**src/rtl/bin2hex_stream_if.sv**
```systemverilog
// rtl/bin2hex_stream_if.sv - word-in / ASCII-character-out handshake bundle
interface bin2hex_stream_if #(
   parameter int N = 32
) ();
   logic         in_valid;
   logic         in_ready;
   logic [N-1:0] in_data;
   logic         suppress_lz;
   logic         out_valid;
   logic         out_ready;
   logic [7:0]   out_char;
   logic         out_last;

   modport master (
      output in_valid, in_data, suppress_lz, out_ready,
      input  in_ready, out_valid, out_char, out_last
   );

   modport slave (
      input  in_valid, in_data, suppress_lz, out_ready,
      output in_ready, out_valid, out_char, out_last
   );
endinterface

```
**src/rtl/bin2hex_stream.sv**
```systemverilog
// rtl/bin2hex_stream.sv - binary word to ASCII hex character stream converter
module bin2hex_stream #(
   parameter int N      = 32,
   parameter int PREFIX = 1,
   parameter int TERM   = 1,
   parameter int LOWER  = 0
) (
   input  logic           clk,
   input  logic           rst,
   bin2hex_stream_if.slave bus
);
   localparam int ND = N / 4;
   localparam int IW = $clog2(ND) + 1;

   typedef enum logic [2:0] {ST_IDLE, ST_PFX0, ST_PFX1, ST_DIGIT, ST_TERM} state_t;

   state_t        state, state_n;
   logic [N-1:0]  data_q;
   logic [IW-1:0] idx, start_idx;
   logic [3:0]    nib;
   logic          accept, xfer;

   assign accept = bus.in_valid && (state == ST_IDLE);
   assign xfer   = bus.out_valid && bus.out_ready;

   // idx is the nibble position (0 = least significant); leading zeros are skipped by starting lower
   always_comb begin
      start_idx = '0;
      if (!bus.suppress_lz) begin
         start_idx = IW'(ND - 1);
      end else begin
         for (int i = 0; i < ND; i++) begin
            if (bus.in_data[i*4 +: 4] != 4'h0) start_idx = IW'(i);
         end
      end
   end

   always_comb begin
      nib = 4'h0;
      for (int i = 0; i < ND; i++) begin
         if (idx == IW'(i)) nib = data_q[i*4 +: 4];
      end
   end

   always_ff @(posedge clk) begin
      if (rst) begin
         state  <= ST_IDLE;
         data_q <= '0;
         idx    <= '0;
      end else begin
         state <= state_n;
         if (accept) begin
            data_q <= bus.in_data;
            idx    <= start_idx;
         end else if (state == ST_DIGIT && xfer && idx != '0) begin
            idx <= idx - 1'b1;
         end
      end
   end

   always_comb begin
      state_n       = state;
      bus.in_ready  = 1'b0;
      bus.out_valid = 1'b0;
      bus.out_char  = 8'h00;
      bus.out_last  = 1'b0;
      case (state)
         ST_IDLE: begin
            bus.in_ready = 1'b1;
            if (accept) state_n = (PREFIX != 0) ? ST_PFX0 : ST_DIGIT;
         end
         ST_PFX0: begin
            bus.out_valid = 1'b1;
            bus.out_char  = 8'h30;
            if (xfer) state_n = ST_PFX1;
         end
         ST_PFX1: begin
            bus.out_valid = 1'b1;
            bus.out_char  = 8'h78;
            if (xfer) state_n = ST_DIGIT;
         end
         ST_DIGIT: begin
            bus.out_valid = 1'b1;
            if (nib < 4'd10) bus.out_char = 8'h30 + {4'h0, nib};
            else             bus.out_char = ((LOWER != 0) ? 8'h57 : 8'h37) + {4'h0, nib};
            bus.out_last  = (TERM == 0) && (idx == '0);
            if (xfer && idx == '0) state_n = (TERM != 0) ? ST_TERM : ST_IDLE;
         end
         ST_TERM: begin
            bus.out_valid = 1'b1;
            bus.out_char  = 8'h0A;
            bus.out_last  = 1'b1;
            if (xfer) state_n = ST_IDLE;
         end
         default: state_n = ST_IDLE;
      endcase
   end
endmodule

```
**src/flat_wrapper.sv**
```systemverilog
// flat-port wrapper written by rule: the top's interface ports become plain ports
module bin2hex_stream_flat 
#(
   parameter int N      = 32,
   parameter int PREFIX = 1,
   parameter int TERM   = 1,
   parameter int LOWER  = 0
)
  (clk, rst, bus_in_valid, bus_in_data, bus_suppress_lz, bus_out_ready, bus_in_ready, bus_out_valid, bus_out_char, bus_out_last);
  bin2hex_stream_if #(.N(N)) bus_i ();
  input  logic clk;
  input  logic rst;
  input wire logic [$bits(bus_i.in_valid)-1:0] bus_in_valid;
  input wire logic [$bits(bus_i.in_data)-1:0] bus_in_data;
  input wire logic [$bits(bus_i.suppress_lz)-1:0] bus_suppress_lz;
  input wire logic [$bits(bus_i.out_ready)-1:0] bus_out_ready;
  output wire logic [$bits(bus_i.in_ready)-1:0] bus_in_ready;
  output wire logic [$bits(bus_i.out_valid)-1:0] bus_out_valid;
  output wire logic [$bits(bus_i.out_char)-1:0] bus_out_char;
  output wire logic [$bits(bus_i.out_last)-1:0] bus_out_last;
  assign bus_i.in_valid = bus_in_valid;
  assign bus_i.in_data = bus_in_data;
  assign bus_i.suppress_lz = bus_suppress_lz;
  assign bus_i.out_ready = bus_out_ready;
  assign bus_in_ready = bus_i.in_ready;
  assign bus_out_valid = bus_i.out_valid;
  assign bus_out_char = bus_i.out_char;
  assign bus_out_last = bus_i.out_last;
  bin2hex_stream #(.N(N), .PREFIX(PREFIX), .TERM(TERM), .LOWER(LOWER)) u_core (.clk(clk), .rst(rst), .bus(bus_i));
endmodule
```
**config.mk**
```make
export PLATFORM = sky130hd
export DESIGN_NAME = bin2hex_stream_flat
export DESIGN_NICKNAME = d
export VERILOG_FILES = /design/src/rtl/bin2hex_stream_if.sv /design/src/rtl/bin2hex_stream.sv /design/src/flat_wrapper.sv
export SDC_FILE = /design/constraint.sdc
export NUM_CORES = 1
export LEC_CHECK = 0
export BUFFER_PORTS_ARGS = -buffer_cell sky130_fd_sc_hd__buf_2
export CORE_ASPECT_RATIO = 1.1
export CORE_UTILIZATION = 25
export DETAILED_ROUTE_END_ITERATION = 8
export HOLD_SLACK_MARGIN = 0.02
export SYNTH_ARGS = -nofsm -noshare
export SYNTH_HDL_FRONTEND = slang
export SYNTH_SLANG_ARGS = --single-unit
```
**constraint.sdc**
```tcl
create_clock -name clk -period 9.26 [get_ports clk]
set_input_delay 1.852 -clock clk [delete_from_list [all_inputs] [get_ports clk]]
set_output_delay 1.852 -clock clk [all_outputs]
set_load 0.01 [all_outputs]
```
# Yosys cells after proc, flatten, opt, wreduce, memory -nomap -nowiden
# Index checks and enable logic that the tools add are counted.
# op_classes
n_lt_le_gt_ge	1
muxes	29
eq_ne	16
reduce_logical	18
addsub	3
# ops
op	n
4-bit 2-to-1 mux	11
8-bit one-hot mux with 4 select lines	1
4-bit nonzero test	8
3-bit 2-to-1 mux	9
4-bit by 3-bit equality test with 1-bit output (second input constant)	4
3-bit one-hot mux with 5 select lines	1
6-bit by 4-bit adder with 7-bit output (first input constant)	2
4-bit by 2-bit equality test with 1-bit output (second input constant)	2
8-bit 2-to-1 mux	1
2-bit by 1-bit != test with 1-bit output (second input constant)	4
3-bit by 2-bit equality test with 1-bit output (second input constant)	2
1-bit logical AND	5
5-bit AND reduction	1
4-bit by 1-bit equality test with 1-bit output (second input constant)	1
4-bit logical NOT	1
4-bit less-than comparator (second input constant)	1
1-bit 2-to-1 mux	4
2-bit 2-to-1 mux	2
4-bit OR reduction	1
4-bit by 1-bit subtractor with 4-bit output (second input constant)	1
3-bit by 1-bit equality test with 1-bit output (second input constant)	1
3-bit equality test (second input constant)	1
3-bit logical NOT	1
2-bit != test (second input constant)	1
2-bit nonzero test	1
# totals
inputBits	37
reg_bits	39
elab_cells	70

# Depth between registers and ports, before layout
# Gate-level depths: netlist (run 1).
# depth
word_depth	12
ltp_mapped	10

# Worst setup path after synthesis (run 1)
# Ideal clock, no wire load.
# synth_path
path_kind	register -> output
from	register u_core.idx[0]
to	output port bus_out_char[1]
t_required_ns	7.408
setup_slack_ns	4.925
path_stages_with_launch	11
arrival_time_ns	2.483
path_cell_list	dfxtp_1 -> inv_1 -> ha_1 -> buf_6 -> nor3b_1 -> or4_1 -> a311oi_1 -> nor3_1 -> ha_1 -> a21boi_0 -> a2bb2oi_1
# synth_via
elab_chain_len	12
elab_cells_between_ends	21
# synth_lines
element	line_no	rtl
from (decl)	bin2hex_stream.sv:19	logic [IW-1:0] idx, start_idx;
from (signal assigned)	bin2hex_stream.sv:54	idx <= start_idx;
from (signal assigned)	bin2hex_stream.sv:56	idx <= idx - 1'b1;
4-bit logical NOT	bin2hex_stream.sv:41	if (idx == IW'(i)) nib = data_q[i*4 +: 4];
4-bit 2-to-1 mux (7 in a row)	bin2hex_stream.sv:41	
4-bit 2-to-1 mux *	bin2hex_stream.sv:41	
6-bit by 4-bit adder with 7-bit output, or another cell as far along	bin2hex_stream.sv:85	else bus.out_char = ((LOWER != 0) ? 8'h57 : 8'h37) + {4'h0, nib};
8-bit 2-to-1 mux *	bin2hex_stream.sv:84	if (nib < 4'd10) bus.out_char = 8'h30 + {4'h0, nib};
8-bit one-hot mux with 4 select lines *	bin2hex_stream.sv:67	case (state)
to (decl)	flat_wrapper.sv:19	output wire logic [$bits(bus_i.out_char)-1:0] bus_out_char;
# Mark *: on every way between the ends. The rest lies on a longest branch, timed or not.

# Worst setup path in the final report (run 1)
# layout_path
from	register u_core.idx[1]
to	output port bus_out_char[6]
# The elaborated chain is that of the path after synthesis.

==> results.md, run 1 <==
- Outcome: finished, final reports clean
- Setup Fix Bufs, Post-CTS: 0
- Vias per cell: ~4.9
- Synth Net Count: 339
- PwrDens: 163 nW/um2
- Clock slew at reported path FFs: 70 ps
- Post-synth top cells: nand2_1 (73), a21oi_1 (42), dfxtp_1 (39), buf_2 (10), nor3_1 (9)
- Avg Cell Area, Syn: 7.66 um2
- All-Layer GR Usage: 0.128
- Area growth from synthesis to layout: 15.8%
- Post-synth EDFFs: 0
- Routability cong.: 0.818
- DP HPWL: approximately 4500 um
- Worst R2R Start: u_core.idx[0]
- Register-to-Register Path Depth: 7
- Final Cycle Share: 0.539
- Asr flop ratio synth: 0
- WHS Endpoint: u_core.data_q[15]
- Wire length per cell: ~14 um
- CP Max Fanout: 17
- Peak VDD IR: 0.0439 mV
- Via count: 2172
- Initial DRC Count: 113
- Chip Width: just over 90 um
- YS warnings: 0
- TritonCTS buffer count: 5
- Root buffer cell: clkbuf_8
- Nets: 371
- Final min period: 4990 ps
- Final setup skew: between 4 and 5 ps
- Static leakage: between 0.0009 and 0.001 uW
- Worst slew pin tran: 717 ps
- Vias in the first global route: around 1900
- First-pass DRT Iterations: 4
- FMAX: 200 MHz
- Worst EP arrival: 3140 ps
- Yosys reg bits: 39
- Worst hold-check slack: approximately 460 ps
- Synth top area share: 0.344
- CP endpoint kind: output pin
- Largest net degree at the start of global routing: 40
- Clock tree buffer depth: 2
- Setup TNS: 0 ps
- IO Port Bufs: 46
- Top FF cell, synth: dfxtp_1
- CTS tree: done
- Synth Instances: between 200 and 300
- Crit Reg-Reg Endpoint: u_core.state[1]
- Leading cell type by number of instances after synthesis: nand2_1
- # hold bufs at CTS: 0
- Dominant cells by area after synthesis: dfxtp_1 (34%), nand2_1 (12%), a21oi_1 (9.3%)
- Reg2Reg Setup Slack: 7130 ps
- WP data required: roughly 7400 ps
- Worst skew pair latency: about 290 ps
- Library cells used by synthesis: 51
- Num Clock Sinks: 39
- Synthesized area: 2270 um2
- Rows: 36
- Hold path startpoint: u_core.data_q[15]
- Largest area contributor in the netlist: dfxtp_1
- Hold path depth: 2
- RSZ-0062 raised after global routing: no
- First-pass GRT wire length: approximately 9400 um
- Starting Density: 0.257
- Final Setup Violations: 0
- Die H: 102 um
- Power, Total: approximately 430 uW
- Routed Antenna Nets: 0
- HP Class: flop to flop
- Antenna Cells: 0
- Grt total ovfl: 0
- Number of gates resized after CTS: 0
- Kind of critical path: flop to output pin
- Max cap viols: 0
- Initial antenna violation count: 0
- Register area share after synthesis: 0.344
- Final WL: roughly 6000 um
- Startpoint class of the critical path: flop
- Max-slew headroom: 0.522
- H-tree lvl count: 2
- Core area: 8830 um2
- Fin. Hold Viols: 0
- Die area: 9450 um2
- I/O pin cnt: 48
- Share of layout cells above drive strength 1: 0.195
- DRC violations left: 0
- Max Slew Vio Count: 0
kinds of logic after synthesis:
| family | count (synthesis) | synth area share |
|---|---|---|
| AND/OR/NAND/NOR | 134 | 0.296 |
| AO/OA/AOI/OAI | 76 | 0.217 |
| flip-flops | 39 | 0.344 |
| buffers and inverters | 31 | 0.0701 |
| adder cells (fa/ha/maj) | 6 | 0.0331 |
| XOR/XNOR | 5 | 0.0193 |
| multiplexers | 4 | 0.0182 |
| other | 1 | 0.00165 |
layer usage:
layer | vias up | global-route usage | part of all wire
met5 | - | 0 | 0
met3 | 10 | 0.0260 | 0.037
met1 | 1012 | 0.158 | 0.44
met4 | 0 | 0.0450 | 0.022
li1 | 1100 | - | -
met2 | 50 | 0.222 | 0.50
layout make-up:
cell class / instances / area [um2]
fill: 979 / 6200
multi-input combinational: 226 / 1330
sequential: 39 / 781
timing repair buffer: 48 / 245
tap: 114 / 143
clock buffer: 8 / 100
inverter: 8 / 30.0
sequential cells by signal (all words and copies together), names as in the netlist:
| register | count |
|---|---|
| u_core.data_q | 32 |
| u_core.idx | 4 |
| u_core.state | 3 |
worst max-delay path by stage:
| stage | startpoint | end | slack, ps |
|---|---|---|---|
| floorplan | u_core.idx[0] | bus_out_char[1] | 4930 |
| global placement | u_core.idx[0] | bus_out_char[6] | 4730 |
| detailed placement | u_core.idx[1] | bus_out_char[6] | 4620 |
| CTS | u_core.idx[1] | bus_out_char[6] | 4300 |
| global route | u_core.idx[1] | bus_out_char[6] | 3990 |
| finish | u_core.idx[1] | bus_out_char[6] | 4270 |
cells in the final DEF (no fill, tap or decap), types with 5 or more instances in the layout:
| cell | count |
|---|---|
| a21oi_1 | 42 |
| buf_2 | 46 |
| clkbuf_8 | 7 |
| dfxtp_1 | 39 |
| ha_1 | 6 |
| inv_1 | 8 |
| nand2_1 | 73 |
| nand3_1 | 5 |
| nand3b_1 | 8 |
| nor2b_1 | 7 |
| nor3_1 | 9 |
| nor4_1 | 6 |
| o21ai_0 | 6 |
stage by stage:
| step | utilization | setup WS (ps) | cell area, um2 | std cells |
|---|---|---|---|---|
| 2_1_floorplan | - | 4930 | 2270 | 296 |
| 3_3_place_gp | 0.286 | 4730 | 2530 | 435 |
| 3_5_place_dp | 0.286 | 4620 | 2530 | 435 |
| 4_1_cts | 0.297 | 4300 | 2630 | 443 |
| 5_1_grt | 0.297 | 3990 | 2630 | 443 |
| 6_report | 0.297 | 4270 | 2630 | 443 |
worst max-delay path, stage by stage, from the launching register on:
cell,delay (ps)
dfxtp_1,360
inv_1,120
ha_1,540
nor3b_1,90
or4_1,480
a311oi_1,350
nor3_1,130
ha_1,230
o211ai_1,220
a41o_1,200
buf_2,120
power breakdown:
part           internal [uW]  switching (uW)  total [uW]  leakage [uW]
Combinational           43.9            63.6         108      0.000597
Clock                   68.0            57.2         125     0.0000515
Sequential               181            13.2         194      0.000320
(Power assumes the default switching activity.)
==> run 2: changes to the inputs <==
Clock period 9.26 ns to 4 ns, I/O delays scaled along.
==> results.md, run 2 (synthesized netlist as in run 1, its figures left out) <==
- IO Port Bufs: 46 (unchanged)
- Starting Density: 0.257 (unchanged)
- Wire length per cell: 13.3 um (-2.0%)
- Chip Width: 92.8 um (unchanged)
- Routability cong.: 0.828 (+1.3%)
- Worst EP arrival: 2910 ps (-230 ps)
- Initial DRC Count: 146 (+29%)
- Fill count: 987 (+0.82%)
- Root buffer cell: clkbuf_8
- FMAX: 270 MHz
- Register-to-Register Path Depth: 6 (-1)
- Vias in the first global route: 1885 (-1.6%)
- Initial antenna violation count: 0 (unchanged)
- Die area: 9450 um2 (unchanged)
- HP Class: flop to flop
- Commonest cells after routing, fill and taps aside: nand2_1 (73), buf_2 (46), a21oi_1 (42)
- Final Cycle Share: 0.926
- Setup TNS: 0 ps (unchanged)
- Grt total ovfl: 0 (unchanged)
- Post-layout util: 0.298 (+0.000851)
- Fin. Hold Viols: 0 (unchanged)
- Final setup skew: 2.60 ps (-1.43 ps)
- Clock slew at reported path FFs: 80 ps (about the same)
- Peak VDD IR: 0.170 mV (+290%)
- Worst hold-check slack: 459 ps (-0.215 ps)
- Rows: 36 (unchanged)
- DRC violations left: 0 (unchanged)
- Max-slew headroom: 0.532 (+0.00937)
- Worst slew pin tran: 703 ps (-14.1 ps)
- Largest Register: u_core.data_q
- Largest net degree at the start of global routing: 40 (unchanged)
- Inst Count DP: 436 (+0.23%)
- Reg2Reg Setup Slack: 1780 ps (-5350 ps)
- Largest regs: u_core.data_q: 32 flops, u_core.idx: 4 flops, u_core.state: 3 flops
- Num Clock Sinks: 39 (unchanged)
- Area growth from synthesis to layout: 16.2%
- Antenna Cells: 0 (unchanged)
- I/O pin cnt: 48 (unchanged)
- Outcome: finished, final reports clean
- Max cap viols: 0 (unchanged)
- Crit path from: u_core.idx[0]
- TritonCTS buffer count: 5 (unchanged)
- Final WL: 5920 um (-1.8%)
- Max Slew Vio Count: 0 (unchanged)
- Share of layout cells above drive strength 1: 0.209 (+0.0146)
- Crit path to: bus_out_char[6]
- Die H: 102 um (unchanged)
- Vias per cell: 4.80 (-2.2%)
- Worst R2R Start: u_core.state[1]
- First-pass GRT wire length: 9150 um (-2.6%)
- Clock tree buffer depth: 2 (unchanged)
- All-Layer GR Usage: 0.124 (-0.00476)
- First-pass DRT Iterations: 4 (unchanged)
- DP HPWL: 4600 um (+1.5%)
- Final Setup Violations: 0 (unchanged)
- Crit Reg-Reg Endpoint: u_core.idx[0]
- Kind of critical path: flop to output pin
- # hold bufs at CTS: 0 (unchanged)
- RSZ-0062 raised after global routing: no
- Final min period: 3710 ps
- Max reg flops: 32 (unchanged)
- Final cell count without fillers: 444 (+0.23%)
- Power, Total: 962 uW (+130%)
- Nets: 372 (+0.27%)
- CTS tree: done
- PwrDens: 365 nW/um2 (+120%)
- Worst skew pair latency: 290 ps (about the same)
- WP data required: 3200 ps (-4210 ps)
- Static leakage: 0.000960 uW (-0.84%)
- Via count: 2129 (-2.0%)
- Routed Antenna Nets: 0 (unchanged)
- Core area: 8830 um2 (unchanged)
- Commonest non-fill, non-tap cell in the layout: nand2_1
- Startpoint class of the critical path: flop
- CP Max Fanout: 11 (-6)
- CP endpoint kind: output pin
- H-tree lvl count: 2 (unchanged)
[run 2: repair_timing]
item,4_1_cts,5_1_grt
setup buffers,0,0
setup endpoints to repair,0,4
hold endpoints to repair,0,0
gates resized for setup,0,3
[run 2: power breakdown]
group	switching (uW)	internal [uW]
Sequential	29.7	418
Clock	140	121
Combinational	148	104
Total	317	644
[run 2: layer usage]
metal	GRT usage	routed length, um	vias to the layer above
met2	0.212	2940	37
met3	0.0253	172	9
met1	0.157	2710	978
met5	0	0	-
met4	0.0343	99	0
li1	-	-	1105
[run 2: area by class of cell]
cell class | count | area, um2 | share of cell area
clock buffers | 5 | 68.8 | 0.0261
clock inverters | 3 | 20.0 | 0.00760
inverters | 8 | 30.0 | 0.0114
multi-input cells | 226 | 1340 | 0.508
flip-flops and latches | 39 | 781 | 0.296
well taps | 114 | 143 | 0.0542
repair buffers | 49 | 253 | 0.0960
[run 2: worst min-delay path by stage]
| stage | cells past startpoint | endpoint | slack, ps | from |
|---|---|---|---|---|
| 2_1_floorplan | 2 | u_core.data_q[0] | 430 | u_core.data_q[0] |
| 3_3_place_gp | 2 | u_core.data_q[15] | 450 | u_core.data_q[15] |
| 3_5_place_dp | 2 | u_core.data_q[11] | 450 | u_core.data_q[11] |
| 4_1_cts | 2 | u_core.data_q[11] | 460 | u_core.data_q[11] |
| 5_1_grt | 2 | u_core.data_q[11] | 480 | u_core.data_q[11] |
| 6_report | 2 | u_core.data_q[11] | 460 | u_core.data_q[11] |
[run 2: through the flow]
| stage | setup slack [ps] | area (um2) |
|---|---|---|
| 2_1_floorplan | 717 | 2270 |
| 3_3_place_gp | 531 | 2530 |
| 3_5_place_dp | 460 | 2530 |
| 4_1_cts | 126 | 2620 |
| 5_1_grt | 43.6 | 2630 |
| 6_report | 294 | 2630 |
[run 2: critical path, cell delays in order (launching register included)]
cell	delay (ps)
dfxtp_1	390
inv_1	130
ha_2	290
nor3b_1	160
or4_1	480
a311oi_2	260
nor3_1	110
ha_1	230
o211ai_1	240
a41o_1	200
buf_2	120
==> run 3: changes to the inputs <==
Settings changed: MAX_ROUTING_LAYER set to met4, PLACE_DENSITY set to 0.47.
==> results.md, run 3 (synthesized netlist as in run 1, its figures left out) <==
- Outcome: finished, final reports clean
- DRC violations left: 0 (unchanged)
- Area occupied by multi-input gates: 1340 um2 (unchanged)
- Grt met1 use: 0.166 (+0.00859)
- Kind of critical path: flop to output pin
- Num Clock Sinks: 39 (unchanged)
- Core area: 8830 um2 (unchanged)
- Max Slew Vio Count: 0 (unchanged)
- Antenna Cells: 0 (unchanged)
- Die area: 9450 um2 (unchanged)
- Root buffer cell: clkbuf_8
- Max cap viols: 0 (unchanged)
- Max-slew headroom: 0.488 (-0.0434)
- PwrDens: 377 nW/um2 (+3.2%)
- Via count: 2125 (-0.19%)
- Largest Register: u_core.data_q
- # hold bufs at CTS: 0 (unchanged)
- Worst slew pin tran: 768 ps (+65.1 ps)
- Initial DRC Count: 89 (-39%)
- CTS tree: done
- Area growth from synthesis to layout: 16.7%
- M2 GR Usage: 0.229 (+0.0164)
- HP Class: flop to flop
- Setup TNS: 0 ps (unchanged)
- Largest regs: u_core.data_q: 32 flops, u_core.idx: 4 flops, u_core.state: 3 flops
- Routability cong.: 0.845 (+2.0%)
- Chip Width: 92.8 um (unchanged)
- Peak VDD IR: 0.111 mV (-35%)
- First-pass DRT Iterations: 4 (unchanged)
- Routed Antenna Nets: 0 (unchanged)
- Power, Total: 997 uW (+3.7%)
- Fill count: 1022 (+3.5%)
- Wire length per cell: 13.9 um (+4.2%)
- Nets: 372 (unchanged)
- Worst EP arrival: 2950 ps (+40 ps)
- RSZ-0062 raised after global routing: no
- Final WL: 6170 um (+4.2%)
- CP Max Fanout: 11 (unchanged)
- Met3 Use GR: 0.0238 (-0.00149)
- WP data required: 3200 ps (about the same)
- Final Setup Violations: 0 (unchanged)
- Die H: 102 um (unchanged)
- First-pass GRT wire length: 9920 um (+8.4%)
- TritonCTS buffer count: 5 (unchanged)
- Startpoint class of the critical path: flop
- Initial antenna violation count: 0 (unchanged)
- Share of layout cells above drive strength 1: 0.206 (-0.00303)
- Fin. Hold Viols: 0 (unchanged)
- Vias per cell: 4.79 (-0.19%)
- Rows: 36 (unchanged)
- Commonest non-fill, non-tap cell in the layout: nand2_1
- Worst skew pair latency: 290 ps (about the same)
- Starting Density: 0.257 (unchanged)
- GR peak layer: met2
- DP HPWL: 4760 um (+3.5%)
- Static leakage: 0.000972 uW (+1.2%)
- Largest net degree at the start of global routing: 40 (unchanged)
- Vias in the first global route: 2010 (+6.6%)
- Commonest cells after routing, fill and taps aside: nand2_1 (73), buf_2 (46), a21oi_1 (42)
- FMAX: 267 MHz (-1.1%)
- IO Port Bufs: 46 (unchanged)
- Final Cycle Share: 0.937 (+0.0104)
- Reg area: 781 um2 (unchanged)
- Max reg flops: 32 (unchanged)
- Final setup skew: 2.70 ps (+0.106 ps)
- Final min period: 3750 ps (+41.5 ps)
- All-Layer GR Usage: 0.139 (+0.0158)
- H-tree lvl count: 2 (unchanged)
- I/O pin cnt: 48 (unchanged)
- Grt total ovfl: 0 (unchanged)
- Clock tree buffer depth: 2 (unchanged)
- Clock slew at reported path FFs: 70 ps (about the same)
- CP endpoint kind: output pin
-- run 3: cell count changes in the layout (fill, tap and decap cells not counted) --
cell,change
clkbuf_1,+1
clkbuf_8,+2
clkinvlp_4,-2
clkinv_2,-1
-- run 3: what timing repair did --
action	4_1_cts	5_1_grt
resized for setup	0	3
buffers inserted	0	0
endpoints found under the setup margin	0	4
-- run 3: final timing paths --
path / start / end / slack [ps] / depth (start not counted)
max: u_core.idx[0] / bus_out_char[1] / 250 / 10
min: u_core.data_q[30] / u_core.data_q[30] / 460 / 2
max reg2reg: u_core.state[1] / u_core.idx[2] / 1950 / 5
min reg2reg: u_core.data_q[30] / u_core.data_q[30] / 460 / 2
-- run 3: per-layer routing --
metal / share of wire / wire [um] / vias to the layer above
li1: - / - / 1099
met1: 0.45 / 2780 / 970
met2: 0.49 / 3010 / 42
met3: 0.029 / 176 / 14
met4: 0.034 / 209 / 0
met5: 0 / 0 / -
-- run 3: per-stage QoR --
| step | hold slack (ps) | area [um2] | std cells | setup WS (ps) | util |
|---|---|---|---|---|---|
| 6_report | 463 | 2650 | 444 | 253 | 0.300 |
| 5_1_grt | 481 | 2650 | 444 | 26.2 | 0.300 |
| 2_1_floorplan | 432 | 2270 | 296 | 717 | - |
| 4_1_cts | 464 | 2630 | 444 | 47.0 | 0.298 |
| 3_5_place_dp | 453 | 2530 | 436 | 372 | 0.287 |
| 3_3_place_gp | 449 | 2530 | 436 | 474 | 0.287 |
-- run 3: report_power, final --
part	internal, uW	total (uW)	switching [uW]
Clock	157	295	137
Sequential	419	448	29.5
Combinational	105	254	150
Total	681	997	316
-- run 3: layout make-up --
class	count	area share
Clock buffer	8	0.0378
Inverter	8	0.0114
Multi-Input combinational cell	226	0.506
Sequential cell	39	0.295
Tap cell	114	0.0539
Timing Repair Buffer	49	0.0956
-- run 3: worst max-delay path, cell delays in order, from the launching register on --
cell       delay [ps]
dfxtp_1           410
inv_1             130
ha_2              280
nor3b_1           160
or4_1             490
a311oi_2          270
nor3_1            110
ha_1              280
a21boi_0          180
a2bb2oi_1         190
buf_2             160
